==> config.mk <==
export PLATFORM = sky130hd
export DESIGN_NAME = rv_instr_encoder_flat
export DESIGN_NICKNAME = d
export VERILOG_FILES = /design/src/rtl/rv_enc_pkg.sv /design/src/rtl/rv_instr_encoder_if.sv /design/src/rtl/rv_enc_fifo.sv /design/src/rtl/rv_instr_encoder.sv /design/src/flat_wrapper.sv
export SDC_FILE = /design/constraint.sdc
export NUM_CORES = 1
export LEC_CHECK = 0
export CORE_MARGIN = 2
export CORE_UTILIZATION = 40
export CTS_CLUSTER_SIZE = 25
export DETAILED_ROUTE_END_ITERATION = 12
export GPL_ROUTABILITY_DRIVEN = 0
export HOLD_SLACK_MARGIN = 0.15
export MAX_ROUTING_LAYER = met4
export PLACE_DENSITY = 0.6
export SYNTH_ARGS = -nofsm -noshare
export SYNTH_HDL_FRONTEND = slang
export SYNTH_SLANG_ARGS = --single-unit
==> constraint.sdc <==
create_clock -name clk -period 5.2 [get_ports clk]
set_input_delay 1.04 -clock clk [delete_from_list [all_inputs] [get_ports clk]]
set_output_delay 1.04 -clock clk [all_outputs]
set_load 0.05 [all_outputs]
==> src/rtl/rv_enc_pkg.sv <==
// rv_enc_pkg: RV32I encoder types, opcode/funct7 constants and the encode function; RV_ENC_RANGE_CHECK_EN adds immediate/alt legality checks
package rv_enc_pkg;
  typedef enum logic [3:0] {
    FMT_R, FMT_OPIMM, FMT_LOAD, FMT_STORE, FMT_BRANCH,
    FMT_LUI, FMT_AUIPC, FMT_JALR, FMT_JAL, FMT_SYSTEM
  } fmt_e;
  typedef enum logic [1:0] {ST_IDLE, ST_RUN, ST_DRAIN, ST_DONE} state_e;
  typedef struct packed {
    logic [31:0] word;
    logic        legal;
  } enc_t;
  localparam logic [6:0] OP_R      = 7'b0110011;
  localparam logic [6:0] OP_IMM    = 7'b0010011;
  localparam logic [6:0] OP_LOAD   = 7'b0000011;
  localparam logic [6:0] OP_STORE  = 7'b0100011;
  localparam logic [6:0] OP_BRANCH = 7'b1100011;
  localparam logic [6:0] OP_LUI    = 7'b0110111;
  localparam logic [6:0] OP_AUIPC  = 7'b0010111;
  localparam logic [6:0] OP_JALR   = 7'b1100111;
  localparam logic [6:0] OP_JAL    = 7'b1101111;
  localparam logic [6:0] OP_SYSTEM = 7'b1110011;
  localparam logic [6:0] F7_BASE   = 7'b0000000;
  localparam logic [6:0] F7_ALT    = 7'b0100000;
`ifdef RV_ENC_RANGE_CHECK_EN
  function automatic logic range_ok(input logic [3:0] fmt, input logic [2:0] f3, input logic alt,
                                    input logic [31:0] imm);
    logic signed [31:0] s;
    logic i_ok;
    s = imm;
    i_ok = s >= -2048 && s <= 2047;
    case (fmt)
      FMT_R:                         return !alt || f3 == 3'b000 || f3 == 3'b101;
      FMT_OPIMM:                     return (f3 == 3'b001 || f3 == 3'b101) ?
                                       (imm < 32'd32 && (!alt || f3 == 3'b101)) : (i_ok && !alt);
      FMT_LOAD, FMT_STORE, FMT_JALR: return i_ok;
      FMT_BRANCH:                    return s >= -4096 && s <= 4095 && !imm[0];
      FMT_LUI, FMT_AUIPC:            return imm[11:0] == 12'd0;
      FMT_JAL:                       return s >= -1048576 && s <= 1048575 && !imm[0];
      FMT_SYSTEM:                    return imm < 32'd2;
      default:                       return 1'b0;
    endcase
  endfunction
`endif
  function automatic enc_t rv_encode(input logic [3:0] fmt, input logic [2:0] f3, input logic alt,
                                     input logic [4:0] rd, input logic [4:0] rs1, input logic [4:0] rs2,
                                     input logic [31:0] imm);
    logic [6:0] f7;
    enc_t r;
    f7 = alt ? F7_ALT : F7_BASE;
    case (fmt)
      FMT_R:      r.word = {f7, rs2, rs1, f3, rd, OP_R};
      FMT_OPIMM:  r.word = (f3 == 3'b001 || f3 == 3'b101) ? {f7, imm[4:0], rs1, f3, rd, OP_IMM}
                                                          : {imm[11:0], rs1, f3, rd, OP_IMM};
      FMT_LOAD:   r.word = {imm[11:0], rs1, f3, rd, OP_LOAD};
      FMT_STORE:  r.word = {imm[11:5], rs2, rs1, f3, imm[4:0], OP_STORE};
      FMT_BRANCH: r.word = {imm[12], imm[10:5], rs2, rs1, f3, imm[4:1], imm[11], OP_BRANCH};
      FMT_LUI:    r.word = {imm[31:12], rd, OP_LUI};
      FMT_AUIPC:  r.word = {imm[31:12], rd, OP_AUIPC};
      FMT_JALR:   r.word = {imm[11:0], rs1, f3, rd, OP_JALR};
      FMT_JAL:    r.word = {imm[20], imm[10:1], imm[11], imm[19:12], rd, OP_JAL};
      FMT_SYSTEM: r.word = {11'd0, imm[0], 13'd0, OP_SYSTEM};
      default:    r.word = '0;
    endcase
`ifdef RV_ENC_RANGE_CHECK_EN
    r.legal = fmt < 4'd10 && range_ok(fmt, f3, alt, imm);
`else
    r.legal = fmt < 4'd10;
`endif
    return r;
  endfunction
endpackage

==> src/rtl/rv_instr_encoder_if.sv <==
// rv_instr_encoder_if: command-in and word-out handshakes of the instruction encoder
interface rv_instr_encoder_if #(parameter int ADDR_W = 12);
  logic              in_valid;
  logic              in_ready;
  logic [3:0]        in_fmt;
  logic [2:0]        in_funct3;
  logic              in_alt;
  logic [4:0]        in_rd;
  logic [4:0]        in_rs1;
  logic [4:0]        in_rs2;
  logic [31:0]       in_imm;
  logic              in_last;
  logic              out_valid;
  logic              out_ready;
  logic [31:0]       out_word;
  logic [ADDR_W-1:0] out_addr;
  modport slave(input in_valid, in_fmt, in_funct3, in_alt, in_rd, in_rs1, in_rs2, in_imm, in_last, out_ready,
                output in_ready, out_valid, out_word, out_addr);
  modport master(output in_valid, in_fmt, in_funct3, in_alt, in_rd, in_rs1, in_rs2, in_imm, in_last, out_ready,
                 input in_ready, out_valid, out_word, out_addr);
endinterface

==> src/rtl/rv_enc_fifo.sv <==
// rv_enc_fifo: synchronous FIFO with full/empty flags; a push while full is dropped even alongside a pop
module rv_enc_fifo #(
  parameter int DEPTH = 8,
  parameter int W = 33
) (
  input  logic         clk,
  input  logic         rst_n,
  input  logic         push,
  input  logic [W-1:0] wdata,
  input  logic         pop,
  output logic [W-1:0] rdata,
  output logic         full,
  output logic         empty
);
  localparam int AW = $clog2(DEPTH);
  logic [W-1:0] mem [DEPTH];
  logic [AW:0] wp, rp;
  assign empty = wp == rp;
  assign full = wp[AW] != rp[AW] && wp[AW-1:0] == rp[AW-1:0];
  assign rdata = mem[rp[AW-1:0]];
  always_ff @(posedge clk or negedge rst_n)
    if (!rst_n) begin
      wp <= '0;
      rp <= '0;
    end else begin
      wp <= (push && !full) ? wp + 1'b1 : wp;
      rp <= (pop && !empty) ? rp + 1'b1 : rp;
    end
  always_ff @(posedge clk)
    if (push && !full) mem[wp[AW-1:0]] <= wdata;
endmodule

==> src/rtl/rv_instr_encoder.sv <==
// rv_instr_encoder: packs RV32I field commands into words and streams them with byte addresses toward IMEM
module rv_instr_encoder
  import rv_enc_pkg::*;
#(
  parameter int DEPTH = 8,
  parameter int ADDR_W = 12,
  parameter logic [ADDR_W-1:0] BASE_ADDR = '0
) (
  input  logic                clk,
  input  logic                rst_n,
  input  logic                start,
  rv_instr_encoder_if.slave   bus,
  output logic                done,
  output logic                err,
  output logic [7:0]          err_cnt
);
  state_e state, state_n;
  enc_t enc;
  logic full, empty, in_fire, out_fire, go, bad;
  logic [32:0] rd_data;
  logic [ADDR_W-1:0] addr;
  assign enc = rv_encode(bus.in_fmt, bus.in_funct3, bus.in_alt, bus.in_rd, bus.in_rs1, bus.in_rs2, bus.in_imm);
  assign go = state == ST_IDLE && start;
  assign bus.in_ready = state == ST_RUN && !full;
  assign in_fire = bus.in_valid && bus.in_ready;
  assign bad = in_fire && !enc.legal;
  assign bus.out_valid = !empty;
  assign out_fire = bus.out_valid && bus.out_ready;
  // the FIFO array is never reset, so the word is masked while nothing is queued
  assign bus.out_word = empty ? '0 : rd_data[31:0];
  assign bus.out_addr = addr;
  assign done = state == ST_DONE;
  rv_enc_fifo #(.DEPTH(DEPTH), .W(33)) u_fifo (
    .clk(clk), .rst_n(rst_n), .push(in_fire && enc.legal), .wdata({bus.in_last, enc.word}),
    .pop(out_fire), .rdata(rd_data), .full(full), .empty(empty)
  );
  always_ff @(posedge clk or negedge rst_n)
    if (!rst_n) state <= ST_IDLE;
    else state <= state_n;
  always_comb begin
    state_n = state;
    state_n = go ? ST_RUN :
              (state == ST_RUN && in_fire && bus.in_last) ? ST_DRAIN :
              (state == ST_DRAIN && empty) ? ST_DONE :
              (state == ST_DONE) ? ST_IDLE : state;
  end
  always_ff @(posedge clk or negedge rst_n)
    if (!rst_n) begin
      addr <= BASE_ADDR;
      err <= 1'b0;
      err_cnt <= '0;
    end else begin
      addr <= go ? BASE_ADDR : out_fire ? addr + ADDR_W'(4) : addr;
      err <= go ? 1'b0 : bad ? 1'b1 : err;
      err_cnt <= go ? '0 : (bad && err_cnt != 8'hFF) ? err_cnt + 8'd1 : err_cnt;
    end
endmodule

==> src/flat_wrapper.sv <==
// flat-port wrapper written by rule: the top's interface ports become plain ports
module rv_instr_encoder_flat import rv_enc_pkg::*;
#(
  parameter int DEPTH = 8,
  parameter int ADDR_W = 12,
  parameter logic [ADDR_W-1:0] BASE_ADDR = '0
)
  (clk, rst_n, start, done, err, err_cnt, bus_in_valid, bus_in_fmt, bus_in_funct3, bus_in_alt, bus_in_rd, bus_in_rs1, bus_in_rs2, bus_in_imm, bus_in_last, bus_out_ready, bus_in_ready, bus_out_valid, bus_out_word, bus_out_addr);
  rv_instr_encoder_if #(.ADDR_W(ADDR_W)) bus_i ();
  input  logic clk;
  input  logic rst_n;
  input  logic start;
  output logic done;
  output logic err;
  output logic [7:0] err_cnt;
  input wire logic [$bits(bus_i.in_valid)-1:0] bus_in_valid;
  input wire logic [$bits(bus_i.in_fmt)-1:0] bus_in_fmt;
  input wire logic [$bits(bus_i.in_funct3)-1:0] bus_in_funct3;
  input wire logic [$bits(bus_i.in_alt)-1:0] bus_in_alt;
  input wire logic [$bits(bus_i.in_rd)-1:0] bus_in_rd;
  input wire logic [$bits(bus_i.in_rs1)-1:0] bus_in_rs1;
  input wire logic [$bits(bus_i.in_rs2)-1:0] bus_in_rs2;
  input wire logic [$bits(bus_i.in_imm)-1:0] bus_in_imm;
  input wire logic [$bits(bus_i.in_last)-1:0] bus_in_last;
  input wire logic [$bits(bus_i.out_ready)-1:0] bus_out_ready;
  output wire logic [$bits(bus_i.in_ready)-1:0] bus_in_ready;
  output wire logic [$bits(bus_i.out_valid)-1:0] bus_out_valid;
  output wire logic [$bits(bus_i.out_word)-1:0] bus_out_word;
  output wire logic [$bits(bus_i.out_addr)-1:0] bus_out_addr;
  assign bus_i.in_valid = bus_in_valid;
  assign bus_i.in_fmt = bus_in_fmt;
  assign bus_i.in_funct3 = bus_in_funct3;
  assign bus_i.in_alt = bus_in_alt;
  assign bus_i.in_rd = bus_in_rd;
  assign bus_i.in_rs1 = bus_in_rs1;
  assign bus_i.in_rs2 = bus_in_rs2;
  assign bus_i.in_imm = bus_in_imm;
  assign bus_i.in_last = bus_in_last;
  assign bus_i.out_ready = bus_out_ready;
  assign bus_in_ready = bus_i.in_ready;
  assign bus_out_valid = bus_i.out_valid;
  assign bus_out_word = bus_i.out_word;
  assign bus_out_addr = bus_i.out_addr;
  rv_instr_encoder #(.DEPTH(DEPTH), .ADDR_W(ADDR_W), .BASE_ADDR(BASE_ADDR)) u_core (.clk(clk), .rst_n(rst_n), .start(start), .bus(bus_i), .done(done), .err(err), .err_cnt(err_cnt));
endmodule
# Word-level counts from Yosys, hierarchy flattened

Memories as Yosys holds them, arrays and structs flattened.
Index checks and enable logic that the tools add are counted.
Widths: inputs -> output; s select.

Logic and storage cells: 69
Register bits after elaboration: 31
Output and inout bits: 56
Memories kept: 1
Bits of input ports: 61
Bits in writable memories: 264

$add $sub $neg: 4
Muxes and demuxes: 16
Eq/ne operators: 18
Reductions and logical operators: 23
$lt $le $gt $ge: 1

Memories:

| name              | depth | width | rd ports | clocked after Yosys merged registers in | wr ports | line              | source |
|---|---|---|---|---|---|---|---|
| u_core.u_fifo.mem | 8     | 33    | 1        | 0                                       | 1        | rv_enc_fifo.sv:16 | `logic [W-1:0] mem [DEPTH];` |

Operators with widths:

| cell                  | count |
|---|---|
| $pmux 32 s10          | 1 |
| $mux 32               | 2 |
| $mux 12               | 2 |
| $eq 4x3->1 const B    | 4 |
| $mux 8                | 2 |
| $logic_and 1x1->1     | 13 |
| $add 12x3->12 const B | 1 |
| $add 4x1->4 const B   | 2 |
| $add 8x1->8 const B   | 1 |
| $eq 4x2->1 const B    | 2 |
| $eq 4x4->1 const B    | 2 |
| $mux 2                | 4 |
| $ne 8x8->1 const B    | 1 |
| $mux 6                | 1 |
| $reduce_bool 2->1     | 3 |
| $eq 2x2->1 const B    | 2 |
| $eq 4x1->1 const B    | 1 |
| $eq 4x4->1            | 1 |
| $logic_not 4->1       | 1 |
| $lt 4x4->1 const B    | 1 |
| $mux 1                | 4 |
| $reduce_bool 4->1     | 1 |
| $eq 3x1->1 const B    | 1 |
| $eq 3x3->1            | 1 |
| 6 further kinds       | 8 |

# Depth between registers and ports, before layout

Depth after elaboration: 9
Depth in mapped cells: 7

# By module

Synthesis repeated with hierarchy kept, for this count alone.

Cells, all modules: 724
Area total of the unflattened synthesis: 12,794.8 µm²

By module, submodules not included:

| module           | cells an instance | instances | seq. area each (µm²) | area an instance (µm²) |
|---|---|---|---|---|
| rv_enc_fifo      | 441               | 1         | 8,127.8              | 10,533.9 |
| rv_instr_encoder | 283               | 1         | 525.5                | 2,260.9 |

# Least setup slack after synthesis

No wires, ideal clock.

Kind: input -> register
From: input bus_in_fmt[3]
To: memory u_core.u_fifo.mem[0][10], enable pin
Cell stages on the path: 5
Data arrival time: 4.596 ns
Buffers on the path: 0
Required time: 4.703 ns
Setup slack: 0.106 ns
Path through: inv_1 a21oi_2 inv_2 nand2_1 nor4_1

Cells in the longest elaborated chain, start to end: 5

RTL lines:

| what                         | line                   | source |
|---|---|---|
| from (decl)                  | flat_wrapper.sv:17     | `input wire logic [$bits(bus_i.in_fmt)-1:0] bus_in_fmt;` |
| $lt 4x4->1                   | rv_enc_pkg.sv:67       | `r.legal = fmt < 4'd10;` |
| $logic_and 1x1->1            | rv_instr_encoder.sv:34 | `.clk(clk), .rst_n(rst_n), .push(in_fire && enc.legal), .wdata({bus.in_last, enc.word}),` |
| $logic_and 1x1->1            | rv_enc_fifo.sv:30      | `if (push && !full) mem[wp[AW-1:0]] <= wdata;` |
| $mux 1                       | rv_enc_fifo.sv:30      |  |
| $mux 1 (implied by the code) | rv_enc_fifo.sv:30      |  |
| to (decl)                    | rv_enc_fifo.sv:16      |  |

Every way passes these cells.

# Worst setup path in the final report

From: register u_core.u_fifo.rp[0]
To: output bus_out_word[14]

Cells in the longest elaborated chain, start to end: 2
Elaborated cells on any way between the ends: 3
Classes of those cells: eq/ne (1); mux (1); memory (1)

RTL lines:

| what                                              | line                   | source |
|---|---|---|
| from (decl)                                       | rv_enc_fifo.sv:17      | `logic [AW:0] wp, rp;` |
| from (signal assigned)                            | rv_enc_fifo.sv:27      | `rp <= (pop && !empty) ? rp + 1'b1 : rp;` |
| $mem_v2 8x33 / $eq 4x4->1 (equally long branches) | --                     |  |
| $mux 32 (*)                                       | rv_instr_encoder.sv:30 | `assign bus.out_word = empty ? '0 : rd_data[31:0];` |
| to (decl)                                         | flat_wrapper.sv:28     | `output wire logic [$bits(bus_i.out_word)-1:0] bus_out_word;` |

Every way passes the cells marked *; elsewhere a longest branch is shown, timed or not.

==> impl_metrics.json <==
{
  "synth_most_common_cell": "edfxtp_1",
  "cp_top_family": "buffers and inverters",
  "timing.slew.headroom_pct": 19.39,
  "pre_cts_slack_ns": 1.227,
  "layout_setup_ws_ns": 0.8773,
  "ys_seq_elements": 277,
  "htree_levels": 1,
  "synth_top_cell_by_area": "edfxtp_1",
  "rsz0062_at_grt": "false",
  "worst_pin_slew_ns": 1.206,
  "grt_pass1_vias": 6954,
  "io_pins": 117,
  "drtPass1Iterations": 5,
  "crit_type": "reg -> out",
  "slew_viol_final": 0,
  "layout.nets": 904,
  "io_buffers": 114,
  "grt_max_degree": 49,
  "min_path_type": "reg -> reg",
  "grt_pass1_wl_um": 40720,
  "cp_slowest_stage_delay_ns": 0.73,
  "leakagePower_nw": 4.943,
  "cpMaxStageDelayCell": "clkdlybuf4s50_1",
  "wl_per_cell_um": 21.02,
  "synth_edf_count": 248,
  "drive_above_1_share_pct": 17.07,
  "grtUsageTotal_pct": 17.63,
  "hold_violations": 0,
  "die_h_um": 176.2,
  "antenna_found_initial": 0,
  "antenna_cells": 0,
  "ant_nets": 0,
  "synth_flop_cell": "edfxtp_1",
  "first_iter_violations": 447,
  "stdcell_count": 1251,
  "synthesis.area_um2": 11860,
  "setup_viol": 0,
  "vias": 6783,
  "cp-start-kind": "flip-flop",
  "synth_commonest_cells": "edfxtp_1, mux4_2, nor2_1, nand2_1, mux2i_1",
  "powerDensity_nw_per_um2": 579.6,
  "syn_area_per_cell_um2": 16.59,
  "ys_async_sr_fraction_pct": 10.47,
  "finalWirelength_um": 26290,
  "area_delta_synth_final_pct": 22.36,
  "min_period_over_period_pct": 83.13,
  "required_ns": 4.16,
  "clkSinkCount": 277,
  "whs_ns": 0.5033,
  "grt_overflow_total": 0,
  "yosys_warnings": 0,
  "clk_latency_ns": 0.53,
  "p_total_mw": 8.413,
  "timing.fmax_mhz": 231.3,
  "fillCellCount": 2458,
  "syn_inst": 715,
  "die_w_um": 176.2,
  "crit_chain": "xnor2_1, nand2_1, nor3_2, buf_4, nor2_1, clkdlybuf4s50_1",
  "dp_hpwl_um": 16110,
  "synth.distinct_cells": 55,
  "drc": 0,
  "yosysTopAreaCellShare_pct": 62.78,
  "ir_drop_v": 0.0002610,
  "cp-end-kind": "output pin",
  "utilization_pct": 49.37,
  "clkSlewWorstSetupHoldPaths_ns": 0.06,
  "row_count": 63,
  "synthTopCellsByArea": "edfxtp_1, mux4_2, dfrtp_1, mux2i_1, nor2_1",
  "holdBufCountCts": 0,
  "outcome": "finished clean",
  "avgViaCountPerCell": 5.422,
  "finalSetupTns_ns": 0,
  "numCtsBuffers": 28,
  "cap_violations": 0,
  "cts-resized-gates": 0,
  "dieArea_um2": 31050,
  "stdcell_area_um2": 14520,
  "min_period_ns": 4.323,
  "crit_arrival_ns": 3.28,
  "worstPathMaxFanout": 31,
  "post-place-cells": 1199,
  "floorplan.initialDensity_pct": 40.35,
  "skew_ns": 0.008501,
  "clockBufferDepth": 3,
  "synth_seq_area_share_pct": 68.90,
  "cts_tree": "done",
  "postCtsSetupBuffers": 0,
  "cts-root-buf": "clkbuf_16",
  "cp_num_buf_inv": 2,
  "dpl_cell_area_um2": 13530,
  "core_um2": 29400
}
worst paths after layout:
| path | startpoint | endpoint | slack [ns] | cells past startpoint |
|---|---|---|---|---|
| setup reg to reg | u_core.u_fifo.rp[2] | u_core.u_fifo.mem[5][6] | 1.77 | 6 |
| setup / recovery | u_core.u_fifo.rp[0] | bus_out_word[14] | 0.88 | 6 |
| hold / removal | u_core.err | u_core.err | 0.50 | 1 |
| min in group asynchronous | rst_n | u_core.bus.out_addr[6] | 0.90 | 2 |
| max in group asynchronous | rst_n | u_core.u_fifo.rp[0] | 3.99 | 2 |
| hold reg to reg | u_core.err | u_core.err | 0.50 | 1 |
flip-flops by register name, indices dropped and copies added (netlist names):
name,count
u_core.u_fifo.mem,248
u_core.bus.out_addr,10
u_core.state,2
u_core.u_fifo.wp,4
u_core.err_cnt,8
u_core.u_fifo.rp,4
u_core.err,1
logic make-up after synthesis:
group / after synthesis / synth area share [%]
DFF: 277 / 68.90
and+or+nand+nor: 148 / 5.759
AOI/OAI and AO/OA: 107 / 6.307
muxes: 102 / 15.17
buffers and inverters: 61 / 2.310
xor gates and xnor gates: 15 / 1.108
adders and majority gates: 4 / 0.4219
other: 1 / 0.03161
cell type report:
| class | count | area (um^2) | area share (%) |
|---|---|---|---|
| Sequential cell | 277 | 8179 | 56.35 |
| Multi-Input combinational cell | 378 | 3473 | 23.93 |
| Timing Repair Buffer | 137 | 1326 | 9.137 |
| Clock buffer | 37 | 765.7 | 5.275 |
| Tap cell | 390 | 488.0 | 3.362 |
| Clock inverter | 15 | 219.0 | 1.508 |
| Inverter | 17 | 63.81 | 0.4396 |
layout by cell type, fill, tap and decap left out, drive strengths merged, types with 5 or more instances in the layout:
cell           instances
edfxtp               248
clkdlybuf4s50        114
mux4                  62
nor2                  55
nand2                 39
mux2i                 38
clkbuf                37
dfrtp                 29
buf                   23
o21ai                 22
inv                   17
a21oi                 16
a22o                  10
a2bb2oi                9
nand3                  9
a31oi                  8
a21boi                 8
xnor2                  8
nor3                   8
xor2                   7
nand2b                 6
a22oi                  6
clkinv                 6
nor2b                  5
o31ai                  5
or4                    5
or3                    5
bufinv                 5
worst register-to-register path, delay by kind of cell, from the launching register on:
kind / cells / cell delay [ns]
AND/OR/NAND/NOR: 2 / 0.99
flip-flops: 1 / 0.88
buffers and inverters: 2 / 0.70
XOR/XNOR: 1 / 0.26
AO/OA/AOI/OAI: 1 / 0.26
report_power, final:
group          switching, mW  internal, mW  total (mW)
clock network          0.831          1.29        2.12
logic                   2.07          1.31        3.38
registers              0.253          2.66        2.91
routing by layer:
layer	wire length, um	share of wire [%]	global-route usage [%]	up-vias
met4	337	1.3	3.478	0
met3	1303	5.0	2.347	29
met1	12140	46	24.85	3463
met2	12510	48	27.84	209
li1	-	-	-	3082
met5	0	0	-	-
Note: power is estimated with default switching activity, not from simulation.
